<file path="src/rtl/alu_pkg.sv">
// Shared types and helpers for the registered ALU datapath.
//   alu_op_t    : 3-bit operation encoding presented on ALUop
//   alu_state_t : control FSM states (idle, multiply running, multiply result waiting for slot)
//   add_ovf/sub_ovf : signed-overflow rules on operand/result sign bits
package alu_pkg;

    typedef enum logic [2:0] {
        OP_ADD  = 3'b000,
        OP_SUB  = 3'b001,
        OP_AND  = 3'b010,
        OP_NOTB = 3'b011,
        OP_OR   = 3'b100,
        OP_XOR  = 3'b101,
        OP_SHL  = 3'b110,
        OP_MUL  = 3'b111
    } alu_op_t;

    typedef enum logic [1:0] {
        S_IDLE = 2'b00,
        S_MUL  = 2'b01,
        S_HOLD = 2'b10
    } alu_state_t;

    // Operands of equal sign whose sum changes sign.
    function automatic logic add_ovf(input logic a_msb, input logic b_msb, input logic r_msb);
        return (a_msb == b_msb) && (r_msb != a_msb);
    endfunction

    // Operands of differing sign whose difference takes B's sign.
    function automatic logic sub_ovf(input logic a_msb, input logic b_msb, input logic r_msb);
        return (a_msb != b_msb) && (r_msb != a_msb);
    endfunction

endpackage

</file>
<file path="src/rtl/alu_pipe_mul_iter.sv">
// Iterative unsigned shift-add multiplier, one multiplier bit per cycle.
//   clk, reset : clock, async active-high reset
//   start      : latch a/b and begin (first partial product is taken on the start edge)
//   a, b       : W-bit unsigned operands
//   done       : product complete; held until the next start
//   prod       : 2W-bit product, stable while done
// The first step is folded into the start edge so the product is ready
// W-1 edges later; the caller then loads it on the following edge.
module mul_iter #(
    parameter int unsigned W = 16
) (
    input  logic             clk,
    input  logic             reset,
    input  logic             start,
    input  logic [W-1:0]     a,
    input  logic [W-1:0]     b,
    output logic             done,
    output logic [2*W-1:0]   prod
);

    localparam int unsigned CW = $clog2(W);
    localparam int unsigned PW = 2 * W;
    localparam logic [CW-1:0] LAST_STEP = CW'(W - 2);

    logic [PW-1:0] acc;
    logic [PW-1:0] mcand;
    logic [W-1:0]  mplier;
    logic [CW-1:0] count;
    logic          running;

    // Partial-product accumulation and step counter.
    always_ff @(posedge clk or posedge reset) begin
        if (reset) begin
            acc     <= '0;
            mcand   <= '0;
            mplier  <= '0;
            count   <= '0;
            running <= 1'b0;
            done    <= 1'b0;
        end else if (start) begin
            acc     <= b[0] ? {{W{1'b0}}, a} : '0;
            mcand   <= {{(W-1){1'b0}}, a, 1'b0};
            mplier  <= {1'b0, b[W-1:1]};
            count   <= '0;
            running <= 1'b1;
            done    <= 1'b0;
        end else if (running) begin
            acc    <= acc + (mplier[0] ? mcand : '0);
            mcand  <= {mcand[PW-2:0], 1'b0};
            mplier <= {1'b0, mplier[W-1:1]};
            count  <= count + CW'(1);
            if (count == LAST_STEP) begin
                running <= 1'b0;
                done    <= 1'b1;
            end
        end
    end

    assign prod = acc;

endmodule

</file>
<file path="src/rtl/alu_pipe.sv">
// Registered 8-op ALU with valid/ready on both sides and N/V/Z flags.
//   clk, reset          : clock, async active-high reset
//   in_valid/in_ready   : operation handshake (Ain, Bin, ALUop)
//   out_valid/out_ready : result handshake (out, N_sig, V_sig, Z_sig)
//   busy                : multiply in progress
// Single-cycle ops load the output slot on the accept edge. MUL runs in
// mul_iter for W cycles and then loads the slot, or parks in HOLD if the
// slot is still occupied.
module alu_pipe
    import alu_pkg::*;
#(
    parameter int unsigned W      = 16,
    parameter bit          MUL_EN = 1'b1
) (
    input  logic         clk,
    input  logic         reset,
    input  logic         in_valid,
    output logic         in_ready,
    input  logic [W-1:0] Ain,
    input  logic [W-1:0] Bin,
    input  logic [2:0]   ALUop,
    output logic         out_valid,
    input  logic         out_ready,
    output logic [W-1:0] out,
    output logic         N_sig,
    output logic         V_sig,
    output logic         Z_sig,
    output logic         busy
);

    localparam int unsigned SW = $clog2(W);
    localparam int unsigned PW = 2 * W;

    alu_state_t    state_q;
    alu_state_t    state_nxt_c;
    alu_op_t       op_c;
    logic          slot_free_c;
    logic          accept_c;
    logic          is_mul_c;
    logic          mul_start_c;
    logic          load_alu_c;
    logic          load_mul_c;
    logic [W-1:0]  alu_res_c;
    logic          alu_v_c;
    logic [W-1:0]  res_sel_c;
    logic          v_sel_c;
    logic          mul_done;
    logic [PW-1:0] mul_prod;

    assign op_c        = alu_op_t'(ALUop);
    assign slot_free_c = !out_valid || out_ready;
    assign accept_c    = in_valid && in_ready;
    assign is_mul_c    = MUL_EN && (op_c == OP_MUL);
    assign mul_start_c = accept_c && is_mul_c;

    // Multiplier exists only when enabled; otherwise the FSM never leaves IDLE.
    if (MUL_EN) begin : g_mul
        mul_iter #(.W(W)) u_mul (
            .clk   (clk),
            .reset (reset),
            .start (mul_start_c),
            .a     (Ain),
            .b     (Bin),
            .done  (mul_done),
            .prod  (mul_prod)
        );
    end else begin : g_no_mul
        assign mul_done = 1'b0;
        assign mul_prod = '0;
    end

    // Single-cycle result and overflow; op 111 only lands here when MUL is disabled.
    always_comb begin
        alu_res_c = '0;
        alu_v_c   = 1'b0;
        case (op_c)
            OP_ADD: begin
                alu_res_c = Ain + Bin;
                alu_v_c   = add_ovf(Ain[W-1], Bin[W-1], alu_res_c[W-1]);
            end
            OP_SUB: begin
                alu_res_c = Ain - Bin;
                alu_v_c   = sub_ovf(Ain[W-1], Bin[W-1], alu_res_c[W-1]);
            end
            OP_AND:  alu_res_c = Ain & Bin;
            OP_NOTB: alu_res_c = ~Bin;
            OP_OR:   alu_res_c = Ain | Bin;
            OP_XOR:  alu_res_c = Ain ^ Bin;
            OP_SHL:  alu_res_c = Ain << Bin[SW-1:0];
            OP_MUL: begin
                alu_res_c = '0;
                alu_v_c   = 1'b1;
            end
            default: begin
                alu_res_c = '0;
                alu_v_c   = 1'b0;
            end
        endcase
    end

    // FSM state register.
    always_ff @(posedge clk or posedge reset) begin
        if (reset) begin
            state_q <= S_IDLE;
        end else begin
            state_q <= state_nxt_c;
        end
    end

    // FSM next state.
    always_comb begin
        state_nxt_c = state_q;
        case (state_q)
            S_IDLE: if (mul_start_c) state_nxt_c = S_MUL;
            S_MUL: begin
                if (mul_done) state_nxt_c = slot_free_c ? S_IDLE : S_HOLD;
            end
            S_HOLD: if (out_ready) state_nxt_c = S_IDLE;
            default: state_nxt_c = S_IDLE;
        endcase
    end

    // FSM outputs: handshake and slot-load controls.
    always_comb begin
        in_ready   = 1'b0;
        busy       = 1'b0;
        load_alu_c = 1'b0;
        load_mul_c = 1'b0;
        case (state_q)
            S_IDLE: begin
                in_ready   = slot_free_c;
                load_alu_c = in_valid && slot_free_c && !is_mul_c;
            end
            S_MUL: begin
                busy       = 1'b1;
                load_mul_c = mul_done && slot_free_c;
            end
            S_HOLD: begin
                busy       = 1'b1;
                load_mul_c = out_ready;
            end
            default: begin
                busy = 1'b0;
            end
        endcase
    end

    assign res_sel_c = load_mul_c ? mul_prod[W-1:0] : alu_res_c;
    assign v_sel_c   = load_mul_c ? (|mul_prod[PW-1:W]) : alu_v_c;

    // Output slot: a new result wins over a pop on the same edge.
    always_ff @(posedge clk or posedge reset) begin
        if (reset) begin
            out       <= '0;
            N_sig     <= 1'b0;
            V_sig     <= 1'b0;
            Z_sig     <= 1'b0;
            out_valid <= 1'b0;
        end else if (load_alu_c || load_mul_c) begin
            out       <= res_sel_c;
            N_sig     <= res_sel_c[W-1];
            V_sig     <= v_sel_c;
            Z_sig     <= (res_sel_c == '0);
            out_valid <= 1'b1;
        end else if (out_ready) begin
            out_valid <= 1'b0;
        end
    end

endmodule

</file>
<file path="config.mk">
export PLATFORM = sky130hd
export DESIGN_NAME = alu_pipe
export DESIGN_NICKNAME = d
export VERILOG_FILES = /design/src/rtl/alu_pkg.sv /design/src/rtl/alu_pipe_mul_iter.sv /design/src/rtl/alu_pipe.sv
export SDC_FILE = /design/constraint.sdc
export NUM_CORES = 1
export LEC_CHECK = 0
export ABC_AREA = 1
export BUFFER_PORTS_ARGS = -buffer_cell sky130_fd_sc_hd__clkbuf_2
export CORE_ASPECT_RATIO = 0.8
export CORE_UTILIZATION = 65
export CTS_CLUSTER_DIAMETER = 40
export DETAILED_ROUTE_END_ITERATION = 16
export PLACE_DENSITY = 0.84
export SLEW_MARGIN = 20
export SYNTH_ARGS = -nofsm -noshare
export SYNTH_HDL_FRONTEND = slang
export SYNTH_SLANG_ARGS = --single-unit
</file>
<file path="constraint.sdc">
create_clock -name clk -period 5.8 [get_ports clk]
set_clock_uncertainty 0.2 [all_clocks]
set_input_delay 1.16 -clock clk [delete_from_list [all_inputs] [get_ports clk]]
set_output_delay 1.16 -clock clk [all_outputs]
set_load 0.01 [all_outputs]
</file>
==> metrics.yaml <==
synth.largest_area_cell: "dfrtp_1"
period_share_pct: 66.9
row_count: 40
cts-hold-fix-buffers: 0
wl_met1_mm: 15.1
die_area_mm2: 0.0159
setup_tns_ns: 0
dp_hpwl_mm: 26.5
h-tree-depth: 3
ys_seq_area_share_pct: 26.2
fin_crit_ns: 3.88
grt_max_degree: 65
grt_pass1_wl_mm: 53.1
vias: 11100
cts_tree: "yes"
core_mm2: 0.0151
synth_area_mm2: 0.0100
synth_cell_types: 48
grt_usage_pct: 43.8
placed_area_mm2: 0.0103
synth_flop_cell: "dfrtp_1"
vias_per_cell: 6.20
setup_viol: 0
crit_chain: "clkbuf_2 -> inv_1 -> ha_1 -> nor2_1 -> nand2_1 -> nand2_1 -> nand2_1 -> nand2_1 -> nand2_1 -> nand3_1 -> nand2_1 -> o21bai_1 -> nand3_1 -> nor2_1 -> nand2_1 -> nor2_1 -> nand2_1 -> nand2_1"
avgSynthCellArea_um2: 6.43
postCtsSetupBuffers: 0
final_nets: 1704
pwr_density_cell_mw_per_mm2: 358
drv_slew: 0
die_h_um: 113
cpMostUsedCell: "nand2_1"
yosysWarnings: 0
cts-resized-gates: 0
cp-end-kind: "flip-flop"
grt_pass1_vias: 9566
drtPass1Iterations: 7
crit_slowest_cell: "inv_1"
outcome: "finished, final reports clean"
p_leak_nw: 5.76
tightest_slew_ns: 0.879
ant_nets: 0
routabilityCongestion: 1.08
ctsLongestPathBuffers: 2
port_buffers: 60
drtIter0Drc: 1795
startpoint_type: "input pin"
critPathTopFamily: "simple AND/OR/NAND/NOR gates"
hp-class: "flip-flop to flip-flop"
crit_buf_inv: 2
ios: 61
hold_viol_final: 0
highest_layer: "met4"
ir_drop_mv: 0.305
num_antenna_cells: 0
netlist_instances: 1560
clk_pin_slew_ns: 0.07
ys_async_sr_fraction_pct: 100
ys_top_cells_by_count: "449 x nand2_1, 205 x inv_1, 134 x nand3_1"
antenna_found_initial: 0
synth_edf_count: 0
drc: 0
wl_met2_mm: 13.4
synth-seq-cells: 105
worst_ep_required_time_ns: 5.89
routed_wl_mm: 34.7
worstSetupPathType: "input pin to flip-flop"
yosysMostFrequentCell: "nand2_1"
grt.overflow.total: 0
max_freq_mhz: 258
cap_violations: 0
cts_root_buf: "clkbuf_16"
stdcell_area_mm2: 0.0106
wl_per_cell_um: 19.3
die_w_um: 141
drive_above_1_share_pct: 7.89
crit_fanout: 23
syn_to_final_growth_pct: 5.79
met3_length_mm: 5.29
cts_num_sinks: 105
yosys-top-cells-area: "dfrtp_1 26%, nand2_1 17%, ha_1 10%, inv_1 7.7%, nand3_1 6.7%"
slew_headroom_pct: 41.3
slowest_delay_ns: 0.55
clock_latency_ns: 0.37
cts_made_buffers: 9
synth_top_area_share_pct: 26.2
syn_nets: 1685
start_util_pct: 66.6
grt_setup_unrepaired: "false"
cp.arrival_ns: 3.97
-- power by group --
part	internal, W	switching [W]
logic	0.000612	0.00131
registers	0.00102	0.000247
clock network	0.000303	0.000309
total	0.00193	0.00186
-- layer usage --
metal,vias to the layer above,track usage [%]
met3,71,13.4
li1,5175,-
met4,0,12.5
met1,5062,67.2
met2,814,57.8
met5,-,0
-- placed cells by master (no fill, tap or decap), types with 7 or more instances in the layout --
cell,instances
nand3_1,134
nor2_1,129
o22ai_1,30
o211ai_1,9
a22oi_1,11
nor2_2,8
dfrtp_1,104
clkbuf_16,9
a21o_1,7
a21oi_1,96
o21ai_0,83
o21bai_1,8
a31oi_1,13
ha_1,83
nor3_1,7
nand4_1,31
nand2_1,449
or2_2,10
clkbuf_2,60
o221ai_1,19
inv_1,204
inv_2,12
-- cell type report --
class | count | area, um^2
clock buffers | 10 | 229
clock inverters | 6 | 62.6
fillers | 1321 | 4450
inverters | 220 | 831
multi-input cells | 1177 | 6250
flip-flops and latches | 105 | 2630
well taps | 210 | 263
repair buffers | 66 | 345
-- worst min-delay path: cells and delay by family, from the launching register on --
| kind | cells | cell delay [ns] |
|---|---|---|
| AO/OA/AOI/OAI | 1 | 0.06 |
| AND/OR/NAND/NOR | 1 | 0.05 |
| flip-flops | 1 | 0.34 |
-- registers in the layout (all words and copies together) (netlist names) --
| name | flops |
|---|---|
| g_mul.u_mul.prod | 32 |
| g_mul.u_mul.mcand | 31 |
| out | 16 |
| g_mul.u_mul.mplier | 15 |
| g_mul.u_mul.count | 4 |
| state_q | 2 |
| V_sig | 1 |
| Z_sig | 1 |
| g_mul.u_mul.done | 1 |
| g_mul.u_mul.running | 1 |
| out_valid | 1 |
-- kinds of logic after synthesis --
logic type               share of synthesized area [%]
buffers and inverters                             11.5
flip-flops                                        26.2
AND/OR/NAND/NOR                                   33.4
adder cells (fa/ha/maj)                           11.0
AO/OA/AOI/OAI                                     17.0
XOR/XNOR                                         0.960
-- worst paths after layout --
kind | startpoint | end | slack (ns) | cells past startpoint
worst max register to register | g_mul.u_mul.mplier[0]$_DFFE_PP0N_ | g_mul.u_mul.prod[23]$_DFFE_PP0N_ | 2.33 | 18
min in group asynchronous | reset | g_mul.u_mul.mcand[26]$_DFFE_PP0N_ | 0.74 | 2
worst max-delay path | Bin[2] | Z_sig$_DFFE_PP0P_ | 1.92 | 18
worst min register to register | out[12]$_DFFE_PP0P_ | out[12]$_DFFE_PP0P_ | 0.28 | 2
worst min-delay path | out[12]$_DFFE_PP0P_ | out[12]$_DFFE_PP0P_ | 0.28 | 2
max in group asynchronous | reset | out[10]$_DFFE_PP0P_ | 3.61 | 3
-- through the flow --
step	hold WS [ns]	cells	total power (W)	utilization [%]	setup slack (ns)
CTS	0.285	1794	0.00372	70.4	2.07
global route	0.294	1794	0.00404	70.4	1.66
finish	0.285	1794	0.00380	70.4	1.92
detailed placement	0.267	1778	0.00310	68.5	1.71
floorplan	0.246	1560	0.00252	-	1.68
global placement	0.261	1778	0.00304	68.5	1.77
Power figures use the tool's default switching activity.
